[config.mk]
export PLATFORM = sky130hd
export DESIGN_NAME = coreaxi4sram_chan_slice
export DESIGN_NICKNAME = d
export VERILOG_FILES = /design/src/rtl/coreaxi4sram_chan_slice.sv
export SDC_FILE = /design/constraint.sdc
export NUM_CORES = 1
export LEC_CHECK = 0
export ABC_AREA = 1
export CELL_PAD_IN_SITES_DETAIL_PLACEMENT = 0
export CELL_PAD_IN_SITES_GLOBAL_PLACEMENT = 1
export CORE_MARGIN = 8
export CORE_UTILIZATION = 33
export DETAILED_ROUTE_END_ITERATION = 10
export PLACE_DENSITY = 0.8
export SLEW_MARGIN = 40
export SYNTH_ARGS = -nofsm -noshare
export SYNTH_HDL_FRONTEND = slang
export SYNTH_SLANG_ARGS = --single-unit
[constraint.sdc]
create_clock -name ACLK -period 1.7 [get_ports ACLK]
set_input_delay 0.255 -clock ACLK [delete_from_list [all_inputs] [get_ports ACLK]]
set_output_delay 0.255 -clock ACLK [all_outputs]
set_load 0.005 [all_outputs]
[src/rtl/coreaxi4sram_chan_slice.sv]
// Single-channel AXI4 valid/ready register slice for CoreAXI4SRAM.
// MODE 0 is a wire-through, MODE 1 registers the forward path, MODE 2 is a two-entry skid buffer.
module coreaxi4sram_chan_slice #(
  parameter int PAYLOAD_WIDTH = 73,
  parameter int MODE          = 2
) (
  input  logic                     ACLK,
  input  logic                     ARESETN,
  input  logic                     S_VALID,
  output logic                     S_READY,
  input  logic [PAYLOAD_WIDTH-1:0] S_PAYLOAD,
  output logic                     M_VALID,
  input  logic                     M_READY,
  output logic [PAYLOAD_WIDTH-1:0] M_PAYLOAD,
  output logic [1:0]               OCCUPANCY
);

  generate
    if (MODE == 0) begin : g_bypass

      assign M_VALID   = S_VALID;
      assign S_READY   = M_READY;
      assign M_PAYLOAD = S_PAYLOAD;
      assign OCCUPANCY = 2'd0;

      wire unused_clk_rst = &{1'b0, ACLK, ARESETN};

    end else if (MODE == 1) begin : g_fwd

      logic                     init_q;
      logic                     valid_q, valid_d;
      logic [PAYLOAD_WIDTH-1:0] data_q, data_d;
      logic                     up;

      // Ready is combinational from M_READY: the stage frees up in the same cycle it drains.
      assign S_READY = init_q & (~valid_q | M_READY);
      assign up      = S_VALID & S_READY;

      always_comb begin
        valid_d = valid_q;
        data_d  = data_q;
        if (up) begin
          valid_d = 1'b1;
          data_d  = S_PAYLOAD;
        end else if (M_READY) begin
          valid_d = 1'b0;
        end
      end

      always_ff @(posedge ACLK or negedge ARESETN) begin
        if (!ARESETN) begin
          init_q  <= 1'b0;
          valid_q <= 1'b0;
          data_q  <= '0;
        end else begin
          init_q  <= 1'b1;
          valid_q <= valid_d;
          data_q  <= data_d;
        end
      end

      assign M_VALID   = valid_q;
      assign M_PAYLOAD = data_q;
      assign OCCUPANCY = {1'b0, valid_q};

    end else begin : g_skid

      typedef enum logic [1:0] {
        ST_EMPTY = 2'd0,
        ST_ONE   = 2'd1,
        ST_FULL  = 2'd2
      } state_e;

      state_e                   state_q;
      logic                     s_ready_q;
      logic                     m_valid_q;
      logic [1:0]               occ_q;
      logic [PAYLOAD_WIDTH-1:0] main_q;
      logic [PAYLOAD_WIDTH-1:0] skid_q;
      logic                     up;
      logic                     down;

      assign up   = S_VALID & s_ready_q;
      assign down = m_valid_q & M_READY;

      // s_ready_q is low only while the skid entry is occupied (and before the first edge after reset).
      always_ff @(posedge ACLK or negedge ARESETN) begin
        if (!ARESETN) begin
          state_q   <= ST_EMPTY;
          s_ready_q <= 1'b0;
          m_valid_q <= 1'b0;
          occ_q     <= 2'd0;
          main_q    <= '0;
          skid_q    <= '0;
        end else begin
          s_ready_q <= 1'b1;
          case (state_q)
            ST_EMPTY: begin
              if (up) begin
                main_q    <= S_PAYLOAD;
                m_valid_q <= 1'b1;
                occ_q     <= 2'd1;
                state_q   <= ST_ONE;
              end
            end
            ST_ONE: begin
              if (up && down) begin
                main_q <= S_PAYLOAD;
              end else if (down) begin
                m_valid_q <= 1'b0;
                occ_q     <= 2'd0;
                state_q   <= ST_EMPTY;
              end else if (up) begin
                skid_q    <= S_PAYLOAD;
                s_ready_q <= 1'b0;
                occ_q     <= 2'd2;
                state_q   <= ST_FULL;
              end
            end
            ST_FULL: begin
              if (down) begin
                main_q  <= skid_q;
                occ_q   <= 2'd1;
                state_q <= ST_ONE;
              end else begin
                s_ready_q <= 1'b0;
              end
            end
            default: begin
              m_valid_q <= 1'b0;
              occ_q     <= 2'd0;
              state_q   <= ST_EMPTY;
            end
          endcase
        end
      end

      assign S_READY   = s_ready_q;
      assign M_VALID   = m_valid_q;
      assign M_PAYLOAD = main_q;
      assign OCCUPANCY = occ_q;

    end
  endgenerate

endmodule

# After elaboration in Yosys (flattened, before gate mapping)
# Index checks and enable logic that the tools add are counted.
dict set report word_totals {
  ff_bits 150
  latch_bits 0
  ram_bits 0
  mem_bits_ro 0
  output_inout_bits 77
  elab_cells 44
  mem_count 0
}
dict set report op_classes {
  n_addsub 0
  n_mul 0
  div_mod_pow 0
  magnitude_cmp 0
  eq_ne 8
  n_shift 0
  muxes 19
  bitwise_logic 5
  reduce_logical 7
}
# cell n
set op_table {}
lappend op_table {{2-to-1 mux 73 bit} 3}
lappend op_table {{one-hot mux 73 bit (3 select lines)} 1}
lappend op_table {{AND reduction 4 bit} 4}
lappend op_table {{2-to-1 mux 2 bit} 5}
lappend op_table {{!= test 2 bit, second input constant} 5}
lappend op_table {{2-to-1 mux 1 bit} 7}
lappend op_table {{one-hot mux 2 bit (3 select lines)} 1}
lappend op_table {{!= test 3 bit, second input constant} 1}
lappend op_table {{NOT 1 bit} 3}
lappend op_table {{one-hot mux 1 bit (3 select lines)} 1}
lappend op_table {{nonzero test 3 bit} 1}
lappend op_table {{AND 1 bit} 2}
lappend op_table {{equality test 2 x 1 -> 1 bit, second input constant} 1}
lappend op_table {{equality test 2 bit, second input constant} 1}
lappend op_table {{logical NOT 2 bit} 1}
lappend op_table {{one-hot mux 1 bit (2 select lines)} 1}
lappend op_table {{logical AND 1 bit} 1}

# Logic depth before layout (Yosys ltp)
# Gate-level depths: netlist (run 1).
dict set report logic_depth {
  ltp_word 5
  depth_mapped 10
  mapped_depth_nobuf 8
}

# Least setup slack after synthesis (run 1)
# Ideal clock, no wire load.
dict set report synth_path {
  kind {flip-flop to flip-flop}
  startpoint {register OCCUPANCY[0] (netlist name)}
  endpoint {register g_skid.main_q[10] (netlist: M_PAYLOAD[10])}
  setup_ns 0.066
  t_arrival_ns 1.575
  t_required_ns 1.634
  setup_slack_ns 0.059
  stages_incl_launch_ff 11
  synth_period_minus_slack_ns 1.641
  cell_sequence {dfrtp_1 > inv_1 > ha_1 > buf_4 > nand2_1 > nand2_1 > inv_2 > buf_6 > buf_2 > nand4_1 > nand2_1}
}
# item line_no
set synth_rtl {}
lappend synth_rtl {{to (signal assigned)} 122} ;# main_q <= skid_q;
lappend synth_rtl {{to (decl)} 78} ;# logic [PAYLOAD_WIDTH-1:0] main_q;

# Worst setup path after layout (run 1)
dict set report layout_path {
  startpoint {register g_skid.m_valid_q (netlist: M_VALID)}
  endpoint {output port M_VALID}
}
# item line_no
set layout_rtl {}
lappend layout_rtl {{from (decl)} 76} ;# logic m_valid_q;
lappend layout_rtl {{from (signal assigned)} 91} ;# m_valid_q <= 1'b0;
lappend layout_rtl {{from (signal assigned)} 101} ;# m_valid_q <= 1'b1;
lappend layout_rtl {{from (signal assigned)} 110} ;# m_valid_q <= 1'b0;
lappend layout_rtl {{to (decl)} 12} ;# output logic M_VALID,
# No word-level cell between the ends.

==> results of run 1 <==
## per-stage QoR
stage / cell area (um^2) / TNS, ns / hold WS (ns) / utilization, %
2_1_floorplan: 6870 / 0 / -0.0406 / -
3_3_place_gp: 8880 / -2.91 / 0.247 / 43.6
3_5_place_dp: 8880 / -5.04 / 0.243 / 43.6
4_1_cts: 9540 / 0 / 0.371 / 46.8
5_1_grt: 9800 / -0.0134 / 0.402 / 48.1
6_report: 9800 / 0 / 0.359 / 48.1
## where the power goes
group          total [mW]  leakage, nW  switching (mW)  internal (mW)
sequential           6.20         1.87           0.911           5.28
combinational        9.20         2.54            4.65           4.56
clock                3.99        0.290            1.64           2.35
## per-layer routing
metal  part of all wire (%)  track usage (%)  vias up
li1                       -                -     3029
met1                     47             19.5     2833
met2                     47             24.4      163
met3                    5.4             4.73       14
met4                    1.0             3.99        0
met5                      0                0        -
## flip-flops by register name (all words and copies together), names as in the netlist
register       count
M_PAYLOAD         73
g_skid.skid_q     73
OCCUPANCY          2
M_VALID            1
S_READY            1
## final cells by class
class / count / area, um^2
Fill cell: 1997 / 10600
Sequential cell: 150 / 3750
Multi-Input combinational cell: 547 / 2560
Timing Repair Buffer: 199 / 2230
Clock buffer: 17 / 425
Tap cell: 270 / 338
Inverter: 79 / 297
Clock inverter: 15 / 195
## final timing paths
| kind | slack, ns | end | from | cells past startpoint |
|---|---|---|---|---|
| worst max-delay path | 0.06 | M_VALID | M_VALID | 1 |
| worst min-delay path | 0.36 | g_skid.skid_q[49] | ARESETN | 2 |
| worst max register to register | 0.10 | M_PAYLOAD[1] | OCCUPANCY[1] | 10 |
| worst min register to register | 0.47 | M_PAYLOAD[65] | M_PAYLOAD[65] | 2 |
| max in group asynchronous | 0.76 | M_PAYLOAD[6] | ARESETN | 3 |
| min in group ACLK | 0.41 | g_skid.skid_q[3] | S_PAYLOAD[3] | 3 |
## cells by family after synthesis
kind of cell	after synthesis	share of synthesized area, %
fa+ha+maj	6	1.09
buf+inv	142	8.89
flops	150	54.6
simple gates	392	24.5
compound gates	149	10.9
## placed cells by master, fill, tap and decap left out
| cell type | count |
|---|---|
| ha_4 | 2 |
| buf_16 | 1 |
| clkbuf_16 | 23 |
| buf_12 | 17 |
| dlygate4sd3_1 | 1 |
| bufinv_16 | 3 |
| dfrtp_1 | 150 |
| o21ai_0 | 146 |
| nand2_2 | 2 |
| nand3_1 | 5 |
| buf_4 | 16 |
| inv_8 | 2 |
| o21ai_4 | 1 |
| inv_6 | 2 |
| ha_2 | 1 |
| a22oi_1 | 1 |
| buf_6 | 6 |
| inv_1 | 77 |
| inv_2 | 2 |
| nand4_1 | 74 |
| nand2_1 | 306 |
| ha_1 | 3 |
| nand3_4 | 2 |
| a21oi_1 | 1 |
| nor2_1 | 3 |
| clkinvlp_4 | 4 |
| clkinv_4 | 4 |
| dlygate4sd2_1 | 2 |
| clkdlybuf4s50_1 | 150 |
## timing repair
action                                  4_1_cts  5_1_grt
hold endpoints to repair                     42        0
cloned                                        0        9
gates resized for setup                       3       12
hold buffers                                  1        0
endpoints found under the setup margin        2       63
pin swaps                                     0        2
buffers inserted                              3        3
==> results, run 1 <==
- The number of detailed-route iterations in the first pass is 4.
- The H-tree depth is 4.
- The initial antenna violation count came to 0.
- The number of unique standard cell types used by synthesis is 18.
- The CTS buffer count is 17.
- The number of endpoints with negative hold slack in the final report is 0.
- The worst hold path belongs to the class input pin to async pin.
- The number of global-route vias before repair is 6,115.
- Setup violations remaining at the end of the flow were counted as 0.
- The worst clock skew is 0.00684 ns.
- Synthesis handed over a netlist of 839 instances.
- In this run the clock root is driven by a clkbuf_16.
- The commonest cells after synthesis are nand2_1, dfrtp_1, o21ai_0, inv_1, nand4_1.
- Setup repair after global routing could not meet its margin everywhere.
- The area growth from synthesis to layout is 42.6%.
- On the worst path, the slowest cell contributes a delay of about 0.57 ns.
- The clock tree buffer depth is 2.
- The biggest area contributor in the post-synthesis netlist is dfrtp_1.
- The floorplan step defined a core boundary enclosing 20,400 um^2.
- The remaining global-route overflow is 0.
- After floorplanning, the core was divided into 52 placement rows.
- The area of the die is approximately 26,000 um^2.
- The most numerous cell in the Yosys netlist is nand2_1.
- Of all nets on the critical path, the largest fanout is 3.
- The number of buffer and inverter stages on the critical path is 1.
- The synthesized area per cell is between 8 and 9 um^2.
- After clock tree synthesis, the clock-pin slew on the worst setup and hold paths is 0.06 ns.
- The half-perimeter wire length after detailed placement is 12,500 um.
- The placer's final routability congestion estimate is 0.707.
- The top-area cell type share of the netlist area is 54.6%.
- At the pin with the least slew margin, the transition time is 0.496 ns.
- The kind of cell adding the most delay to the critical path is buffers and inverters.
- The total via count after detailed routing is just over 6,000.
- The slowest stage of the critical path is the clkdlybuf4s50_1 cell.
- In the final layout, the share of cells above drive strength 1 is 8.74%.
- The height of the chip is about 160 um.
- The tool flagged a number of max-cap violations equal to 0.
- The number of antenna repair diodes is 0.
- The leakage power figure is between 4 and 5 nW.
- In the final routed layout, each cell accounts on average for 16.0 um.
- The total routed wirelength is between 20,000 and 25,000 um.
- The shortest period the worst path allows is around 1.6 ns.
- The number of input and output port buffers inserted is approximately 150.
- The final worst-path setup slack is 0.0626 ns.
- The flow ran to the end, and the final reports show no timing, DRC or antenna violations.
- The count of cells in the finished layout, fillers not included, comes to 1,277.
- The post-synthesis cell area is 6870 um^2.
- The net count of the finished layout is 1,077.
- In this run the remaining antenna-violating nets after routing total 0.
- After synthesis, the share of flip-flops with an asynchronous set or reset is 100%.
- The max-slew violation count was 0.
- The violation count after the first detailed-routing iteration is 264.
- The initial utilization of the core area, before any placement, comes to 33.7%.
- From left edge to right edge, the die measures 160 um.
- The sequential cell area fraction in the yosys report is 54.6%.
- The wire length of the first global-routing pass is 31,800 um.
- The count of boundary I/O pins is between 150 and 200.
- The worst endpoint data arrival time is 1.38 ns.
- The number of placed instances, taps included is 1,230.
- The worst relative slew slack is roughly 67%.
- After synthesis, the cell types taking the most area are dfrtp_1, nand2_1, o21ai_0.
- The worst setup path is captured at an output port.
- Yosys printed 0 warnings.
- The worst setup path is of the flip-flop to output port kind.
- The clock net in this run drives a total of 150 sinks.
- VDD sags by at most around 840 uV.
- The number of nets in the synthesized netlist is 922.
- The clock latency on the worst-skew pair is 0.41 ns.
- The worst setup timing slack at the placement stage is -0.125 ns.
- At the worst endpoint, the required time is approximately 1.4 ns.
- The TritonCTS clock tree is yes.
- Dividing the detail-routed via count by the number of cells gives 4.73.
- Summing internal, switching and leakage power gives a little under 20 mW.
- The total routing resource utilization after global routing is 15.2%.
- The worst path uses 96.3% of the clock period.
- In the routed design, unresolved DRC markers number 0.
- The signal on the critical path passes through clkdlybuf4s50_1.
- The highest clock rate is slightly above 600 MHz.
- Counting flops and latches in the post-synthesis netlist gives 150.
- For this run, the leading register cell type out of synthesis is dfrtp_1.
- The synthesized design contains 0 enable-type register cells.
- In this run the power density over the cells is 1980 nW/um^2.
- Entering global routing, the biggest net connects 83 pins.
- STA classifies the critical path startpoint as a flip-flop.
Power figures use the tool's default switching activity.
==> run 2: changes to the inputs <==
--- a/config.mk
+++ b/config.mk
@@ -16,3 +16,4 @@
 export SYNTH_ARGS = -nofsm -noshare
 export SYNTH_HDL_FRONTEND = slang
 export SYNTH_SLANG_ARGS = --single-unit
+export TNS_END_PERCENT = 50
==> results of run 2 <==
Final layout, timing and power as in run 1 (identical DEF).
